`config.mk`:
```
export PLATFORM = sky130hd
export DESIGN_NAME = regfile_writer
export DESIGN_NICKNAME = d
export VERILOG_FILES = /design/src/rtl/core_pkg.sv /design/src/rtl/wb_fifo.sv /design/src/rtl/regfile_writer.sv
export SDC_FILE = /design/constraint.sdc
export NUM_CORES = 1
export LEC_CHECK = 0
export CAP_MARGIN = 20
export CELL_PAD_IN_SITES_DETAIL_PLACEMENT = 0
export CELL_PAD_IN_SITES_GLOBAL_PLACEMENT = 2
export CORE_MARGIN = 1.5
export CORE_UTILIZATION = 30
export DETAILED_ROUTE_END_ITERATION = 8
export PLACE_DENSITY = 0.67
export SLEW_MARGIN = 20
export SYNTH_ARGS = -nofsm -noshare
export SYNTH_HDL_FRONTEND = slang
export SYNTH_SLANG_ARGS = --single-unit
```
`constraint.sdc`:
```
create_clock -name clk -period 3.95 [get_ports clk]
set_clock_uncertainty 0.15 [all_clocks]
set_input_delay 0.395 -clock clk [delete_from_list [all_inputs] [get_ports clk]]
set_output_delay 0.395 -clock clk [all_outputs]
set_load 0.1 [all_outputs]
```
`src/rtl/core_pkg.sv`:
```
// Shared register-file write-back types and constants.
package core_pkg;

    localparam int unsigned ADD_WIDTH  = 5;
    localparam int unsigned DATA_WIDTH = 32;
    localparam logic [ADD_WIDTH-1:0] REG_ZERO = '0;

    typedef struct packed {
        logic [ADD_WIDTH-1:0]  rd;
        logic [DATA_WIDTH-1:0] data;
    } wb_entry_t;

    typedef enum logic {
        NORMAL = 1'b0,
        DRAIN  = 1'b1
    } wb_state_t;

endpackage

```
`src/rtl/wb_fifo.sv`:
```
// Small synchronous FIFO holding LSU write-back results until a write slot frees up.
module wb_fifo
    import core_pkg::*;
#(
    parameter int unsigned DEPTH = 2,
    parameter type entry_t = wb_entry_t
) (
    input  logic                         clk,
    input  logic                         rst_n,
    input  logic                         push,
    input  entry_t                       push_data,
    input  logic                         pop,
    output logic                         full,
    output logic                         empty,
    output logic [$clog2(DEPTH+1)-1:0]   count,
    output entry_t                       head
);

    localparam int unsigned PTR_W = (DEPTH > 1) ? $clog2(DEPTH) : 1;
    localparam int unsigned CNT_W = $clog2(DEPTH + 1);

    entry_t             mem_q [DEPTH];
    logic [PTR_W-1:0]   wr_ptr_q, wr_ptr_d;
    logic [PTR_W-1:0]   rd_ptr_q, rd_ptr_d;
    logic [CNT_W-1:0]   count_q, count_d;
    logic               push_ok;
    logic               pop_ok;

    assign full    = (count_q == CNT_W'(DEPTH));
    assign empty   = (count_q == '0);
    assign count   = count_q;
    assign head    = mem_q[rd_ptr_q];
    assign push_ok = push && !full;
    assign pop_ok  = pop && !empty;

    // Pointer and occupancy update; pointers wrap at DEPTH
    always_comb begin
        wr_ptr_d = wr_ptr_q;
        rd_ptr_d = rd_ptr_q;
        count_d  = count_q;
        if (push_ok) begin
            wr_ptr_d = (wr_ptr_q == PTR_W'(DEPTH - 1)) ? '0 : wr_ptr_q + PTR_W'(1);
        end
        if (pop_ok) begin
            rd_ptr_d = (rd_ptr_q == PTR_W'(DEPTH - 1)) ? '0 : rd_ptr_q + PTR_W'(1);
        end
        case ({push_ok, pop_ok})
            2'b10:   count_d = count_q + CNT_W'(1);
            2'b01:   count_d = count_q - CNT_W'(1);
            default: count_d = count_q;
        endcase
    end

    always_ff @(posedge clk or negedge rst_n) begin
        if (!rst_n) begin
            wr_ptr_q <= '0;
            rd_ptr_q <= '0;
            count_q  <= '0;
        end else begin
            wr_ptr_q <= wr_ptr_d;
            rd_ptr_q <= rd_ptr_d;
            count_q  <= count_d;
        end
    end

    // Storage needs no reset: an empty count makes every entry dead
    always_ff @(posedge clk) begin
        if (push_ok) begin
            mem_q[wr_ptr_q] <= push_data;
        end
    end

endmodule

```
`src/rtl/regfile_writer.sv`:
```
// Single register-file writer: merges ALU and LSU results, one write per cycle,
// with an LSU FIFO and a drain mode that stalls the ALU when the LSU is starved.
module regfile_writer
    import core_pkg::*;
#(
    parameter int unsigned add_width    = ADD_WIDTH,
    parameter int unsigned data_width   = DATA_WIDTH,
    parameter int unsigned FIFO_DEPTH   = 2,
    parameter int unsigned STARVE_LIMIT = 4
) (
    input  logic                  clk,
    input  logic                  rst_n,
    input  logic                  alu_valid,
    output logic                  alu_ready,
    input  logic [add_width-1:0]  alu_rd,
    input  logic [data_width-1:0] alu_data,
    input  logic                  lsu_valid,
    output logic                  lsu_ready,
    input  logic [add_width-1:0]  lsu_rd,
    input  logic [data_width-1:0] lsu_data,
    output logic                  regwrite,
    output logic [add_width-1:0]  add_rd,
    output logic [data_width-1:0] write_data,
    output logic                  busy
);

    localparam int unsigned CNT_W = $clog2(FIFO_DEPTH + 1);
    localparam int unsigned STV_W = $clog2(STARVE_LIMIT + 1);

    typedef struct packed {
        logic [add_width-1:0]  rd;
        logic [data_width-1:0] data;
    } entry_t;

    wb_state_t              state_q, state_d;
    logic [STV_W-1:0]       starve_q, starve_d;
    logic                   regwrite_q, regwrite_d;
    logic [add_width-1:0]   add_rd_q, add_rd_d;
    logic [data_width-1:0]  write_data_q, write_data_d;

    logic                   fifo_push, fifo_pop, fifo_full, fifo_empty;
    logic [CNT_W-1:0]       fifo_count;
    entry_t                 fifo_head, lsu_entry;
    logic                   alu_wr, lsu_wr, lsu_cut;

    assign alu_ready  = (state_q == NORMAL);
    assign lsu_ready  = !fifo_full;
    assign busy       = !fifo_empty || (state_q == DRAIN);
    assign regwrite   = regwrite_q;
    assign add_rd     = add_rd_q;
    assign write_data = write_data_q;

    // Accepted transfers to x0 are swallowed here
    assign alu_wr    = alu_valid && alu_ready && (alu_rd != add_width'(REG_ZERO));
    assign lsu_wr    = lsu_valid && lsu_ready && (lsu_rd != add_width'(REG_ZERO));
    assign lsu_entry = '{rd: lsu_rd, data: lsu_data};

    wb_fifo #(
        .DEPTH   (FIFO_DEPTH),
        .entry_t (entry_t)
    ) u_fifo (
        .clk       (clk),
        .rst_n     (rst_n),
        .push      (fifo_push),
        .push_data (lsu_entry),
        .pop       (fifo_pop),
        .full      (fifo_full),
        .empty     (fifo_empty),
        .count     (fifo_count),
        .head      (fifo_head)
    );

    // Write-slot arbitration, starvation counter and drain FSM
    always_comb begin
        state_d      = state_q;
        starve_d     = starve_q;
        regwrite_d   = 1'b0;
        add_rd_d     = add_rd_q;
        write_data_d = write_data_q;
        fifo_push    = 1'b0;
        fifo_pop     = 1'b0;
        lsu_cut      = 1'b0;

        if (state_q == NORMAL) begin
            if (alu_wr) begin
                regwrite_d   = 1'b1;
                add_rd_d     = alu_rd;
                write_data_d = alu_data;
            end else if (!fifo_empty) begin
                fifo_pop     = 1'b1;
                regwrite_d   = 1'b1;
                add_rd_d     = fifo_head.rd;
                write_data_d = fifo_head.data;
            end else if (lsu_wr) begin
                lsu_cut      = 1'b1;
                regwrite_d   = 1'b1;
                add_rd_d     = lsu_rd;
                write_data_d = lsu_data;
            end
            fifo_push = lsu_wr && !lsu_cut;

            if (fifo_empty || fifo_pop) begin
                starve_d = '0;
            end else if (alu_wr && (starve_q != STV_W'(STARVE_LIMIT))) begin
                starve_d = starve_q + STV_W'(1);
            end
            if (starve_d == STV_W'(STARVE_LIMIT)) begin
                state_d = DRAIN;
            end
        end else begin
            fifo_pop  = !fifo_empty;
            fifo_push = lsu_wr;
            starve_d  = '0;
            if (fifo_pop) begin
                regwrite_d   = 1'b1;
                add_rd_d     = fifo_head.rd;
                write_data_d = fifo_head.data;
            end
            if (fifo_empty || ((fifo_count == CNT_W'(1)) && !fifo_push)) begin
                state_d = NORMAL;
            end
        end
    end

    always_ff @(posedge clk or negedge rst_n) begin
        if (!rst_n) begin
            state_q      <= NORMAL;
            starve_q     <= '0;
            regwrite_q   <= 1'b0;
            add_rd_q     <= '0;
            write_data_q <= '0;
        end else begin
            state_q      <= state_d;
            starve_q     <= starve_d;
            regwrite_q   <= regwrite_d;
            add_rd_q     <= add_rd_d;
            write_data_q <= write_data_d;
        end
    end

endmodule

```
==> flow_metrics.env <==
export IMPL_violations="DRC"
export IMPL_crit_family="buffers and inverters"
export IMPL_cpMaxStageDelayCell="sky130_fd_sc_hd__nand2b_2"
export IMPL_clk_insertion_delay_late_ns=0.42
export IMPL_min_path_type="reg2reg"
export IMPL_worst_case_hold_slack_ns=0.339
export IMPL_finish_instance_area_mm2=0.00764
export IMPL_largest_family_of_logic_cells_by_synthesized_area="multiplexers"
export IMPL_netlist_area_mm2=0.00555
export IMPL_timing_worst_setup_path_type="reg2out"
export IMPL_dp_hpwl_um=9250
export IMPL_layout_nets=581
export IMPL_global_route_overflow_total=0
export IMPL_groute_usage_overall_pct=15.3
export IMPL_ys_seq_elements=120
export IMPL_synth_enable_flop_cells=74
export IMPL_placeableCoreArea_mm2=0.0181
export IMPL_powerDensity_mw_per_mm2=913
export IMPL_io_pin_count=119
export IMPL_post_route_util_pct=42.2
export IMPL_worst_r2r_endpoint="write_data[15]"
export IMPL_buffer_ports_inserted=118
export IMPL_cts_buffers_inserted=17
export IMPL_rr_worst_depth=7
export IMPL_timing_final_crit_period_ns=2.97
export IMPL_synthMostInstantiatedCell="sky130_fd_sc_hd__edfxtp_1"
export IMPL_synth_yosys_warnings=0
export IMPL_worst_hold_path_endpoint="write_data[8]"
export IMPL_worst_setup_hold_path_clk_slew_ns=0.05
export IMPL_cts_root_buf="sky130_fd_sc_hd__clkbuf_16"
export IMPL_num_antenna_cells=0
export IMPL_tritoncts_clock_tree="done"
export IMPL_place_gp_congestion=0.716
export IMPL_timing_critical_path_required_ns=3.40
export IMPL_timing_critical_path_fanout_max=25
export IMPL_drive_above_1_share_pct=19.6
export IMPL_vdd_ir_drop_worst_mv=0.506
export IMPL_die_width_um=139
export IMPL_max_cap_violations=0
export IMPL_synth_top_flop_cell="sky130_fd_sc_hd__edfxtp_1"
export IMPL_ys_top_cells_by_area="sky130_fd_sc_hd__edfxtp_1 (40%), sky130_fd_sc_hd__dfrtp_1 (21%), sky130_fd_sc_hd__mux2i_1 (13%)"
export IMPL_grt_pass1_vias=3914
export IMPL_worst_hold_path_num_cells=1
export IMPL_postPlaceCellArea_mm2=0.00702
export IMPL_synth_mux_area_fraction_pct=27.6
export IMPL_postSynth_asyncResetShare_pct=38.3
export IMPL_max_frequency_mhz=337
export IMPL_worstSetupStartpointType="flop"
export IMPL_leakage_nw=3.06
export IMPL_area_growth_syn_to_layout_pct=37.6
export IMPL_total_power_mw=6.97
export IMPL_fin_crit_sh_pct=75.1
export IMPL_holdCritStartpoint="write_data[8]"
export IMPL_rsz_0062_raised_after_global_routing="no"
export IMPL_synth_seq_area_share_pct=60.7
export IMPL_cts_htree_levels=4
export IMPL_row_count=49
export IMPL_final_setup_viol_count=0
export IMPL_synth_top_cell_area_share_pct=40.0
export IMPL_wire_per_inst_um=19.0
export IMPL_synth_simple_gate_area_share_pct=4.17
export IMPL_synth_common_cells="sky130_fd_sc_hd__edfxtp_1 (74), sky130_fd_sc_hd__mux2i_1 (72), sky130_fd_sc_hd__mux2_2 (47), sky130_fd_sc_hd__dfrtp_1 (46), sky130_fd_sc_hd__nor2_1 (38)"
export IMPL_global_route_wire_length_before_repair_um=22300
export IMPL_yosysTopAreaCell="sky130_fd_sc_hd__edfxtp_1"
export IMPL_num_vias=3482
export IMPL_final_max_slew_viol_count=0
export IMPL_post_synthesis_share_of_cell_area_spent_on_xor_and_xnor_gates_pct=0.788
export IMPL_drt_pass1_iterations=8
export IMPL_cp_arrival_ns=2.42
export IMPL_maxSlewHeadroom_pct=30.6
export IMPL_syn_instance_count=373
export IMPL_r2r_slack_ns=1.32
export IMPL_tightestPinTransition_ns=1.04
export IMPL_synth_area_per_cell_um2=14.9
export IMPL_clkSinkCount=120
export IMPL_viasPerCell=4.71
export IMPL_outcome="complete, but fails checks"
export IMPL_synthDistinctLibCells=33
export IMPL_detail_route_wirelength_um=14000
export IMPL_synth_net_count=457
export IMPL_fp_dieH_um=139
export IMPL_maximum_number_of_pins_on_one_net_before_global_route_repair=47
export IMPL_cp_cell_sequence="inv_1, ha_1, nand2b_2, buf_12, buf_4"
export IMPL_yosys_area_share_adder_pct=1.35
export IMPL_timing_critical_path_to_type="output pin"
export IMPL_initial_detailed_routing_violation_count=125
export IMPL_worstPathBufferInverterCount=3
export IMPL_synth_compound_area_share_pct=2.59
export IMPL_post_cts_resized=0
export IMPL_drc=5
export IMPL_worst_path_largest_cell_delay_ns=0.46
export IMPL_clockBufferDepth=2
export IMPL_die_area_mm2=0.0193
export IMPL_initial_antenna_violation_count=0
export IMPL_antenna_violating_nets_post_route=0
export IMPL_final_hold_violation_count=0
export IMPL_r2r_start="u_fifo.count[0]"
export IMPL_initial_standard_cell_utilization_of_the_core_pct=30.7
==> sequential cells by signal, summed over array words and instances, names as in the netlist <==
signal,flops
regwrite,1
add_rd,5
u_fifo.count,2
starve_q,3
u_fifo.mem_q,74
state_q,1
u_fifo.wr_ptr_q,1
write_data,32
u_fifo.rd_ptr_q,1
==> metrics by stage <==
stage | TNS [ns] | setup slack (ns) | instances
3_5_place_dp | 0 | 0.854 | 706
3_3_place_gp | 0 | 0.921 | 706
4_1_cts | 0 | 0.938 | 739
5_1_grt | 0 | 0.815 | 739
6_report | 0 | 0.982 | 739
2_1_floorplan | -0.237 | -0.00320 | 373
==> routing by layer <==
| metal | GRT usage (%) | vias up | routed length (µm) | share of wire, % |
|---|---|---|---|---|
| met3 | 3.21 | 13 | 405 | 2.9 |
| met1 | 19.0 | 1773 | 6280 | 45 |
| met2 | 26.0 | 66 | 7080 | 51 |
| met5 | 0 | - | 0 | 0 |
| li1 | - | 1630 | - | - |
| met4 | 6.33 | 0 | 233 | 1.7 |
==> how the worst max path moves through the flow <==
stage,from,to,slack (ns),cells after the start
floorplan,u_fifo.count[0],u_fifo.mem_q[1][0],-0.003,6
global placement,alu_rd[1],u_fifo.count[1],0.92,8
detailed placement,alu_rd[2],u_fifo.count[1],0.85,8
CTS,u_fifo.count[0],busy,0.94,5
global route,u_fifo.count[0],busy,0.81,5
finish,u_fifo.count[0],busy,0.98,5
==> repair_timing <==
item | in CTS | in global routing
hold buffers | 1 | 0
buffers inserted | 0 | 0
endpoints found under the hold margin | 46 | 0
==> cells in the final DEF (no fill, tap or decap), types with 2 or more instances in the layout <==
cell                              instances
sky130_fd_sc_hd__o41ai_1                  3
sky130_fd_sc_hd__nand2_1                  4
sky130_fd_sc_hd__mux2i_1                 72
sky130_fd_sc_hd__ha_1                     6
sky130_fd_sc_hd__nor3_1                   2
sky130_fd_sc_hd__bufinv_16                4
sky130_fd_sc_hd__xnor2_1                  4
sky130_fd_sc_hd__o211ai_4                 2
sky130_fd_sc_hd__dfrtp_1                 44
sky130_fd_sc_hd__nor2_4                   2
sky130_fd_sc_hd__buf_12                   3
sky130_fd_sc_hd__mux2_2                  47
sky130_fd_sc_hd__nor2_1                  36
sky130_fd_sc_hd__dfrtp_2                  2
sky130_fd_sc_hd__edfxtp_1                74
sky130_fd_sc_hd__a31oi_1                  3
sky130_fd_sc_hd__mux2_4                   4
sky130_fd_sc_hd__clkdlybuf4s50_1        116
sky130_fd_sc_hd__inv_1                    8
sky130_fd_sc_hd__buf_4                    6
sky130_fd_sc_hd__a221oi_1                 3
sky130_fd_sc_hd__nand2b_1                 3
sky130_fd_sc_hd__clkbuf_16               17
sky130_fd_sc_hd__mux2_1                  20
sky130_fd_sc_hd__clkinvlp_4               5
sky130_fd_sc_hd__clkinv_2                 4
==> report_power, final <==
part / total (mW) / internal [mW] / switching, mW
sequential: 2.02 / 1.76 / 0.262
clock: 1.60 / 1.05 / 0.557
combinational: 3.35 / 1.07 / 2.27
==> kinds of logic after synthesis <==
family,after synthesis
multiplexers,143
flip-flops,120
AND/OR/NAND/NOR,53
buffers and inverters,30
AO/OA/AOI/OAI,16
adder cells (fa/ha/maj),6
XOR/XNOR,5
==> worst register-to-register path: stages, from the launching register on <==
cell and delay, ns:
sky130_fd_sc_hd__dfrtp_1 0.41, sky130_fd_sc_hd__inv_1 0.10, sky130_fd_sc_hd__ha_1 0.44, sky130_fd_sc_hd__nand2b_2 0.46, sky130_fd_sc_hd__buf_12 0.35, sky130_fd_sc_hd__mux2i_1 0.21
sky130_fd_sc_hd__mux2i_1 0.10, sky130_fd_sc_hd__mux2_1 0.31
==> cell type report <==
cell class / instances / area, µm²
clock buffers: 18 / 429
clock inverters: 14 / 181
fillers: 1670 / 10400
inverters: 8 / 30.0
multi-input cells: 223 / 2060
flip-flops and latches: 120 / 3380
well taps: 229 / 287
repair buffers: 127 / 1280
Power figures use the tool's default switching activity.
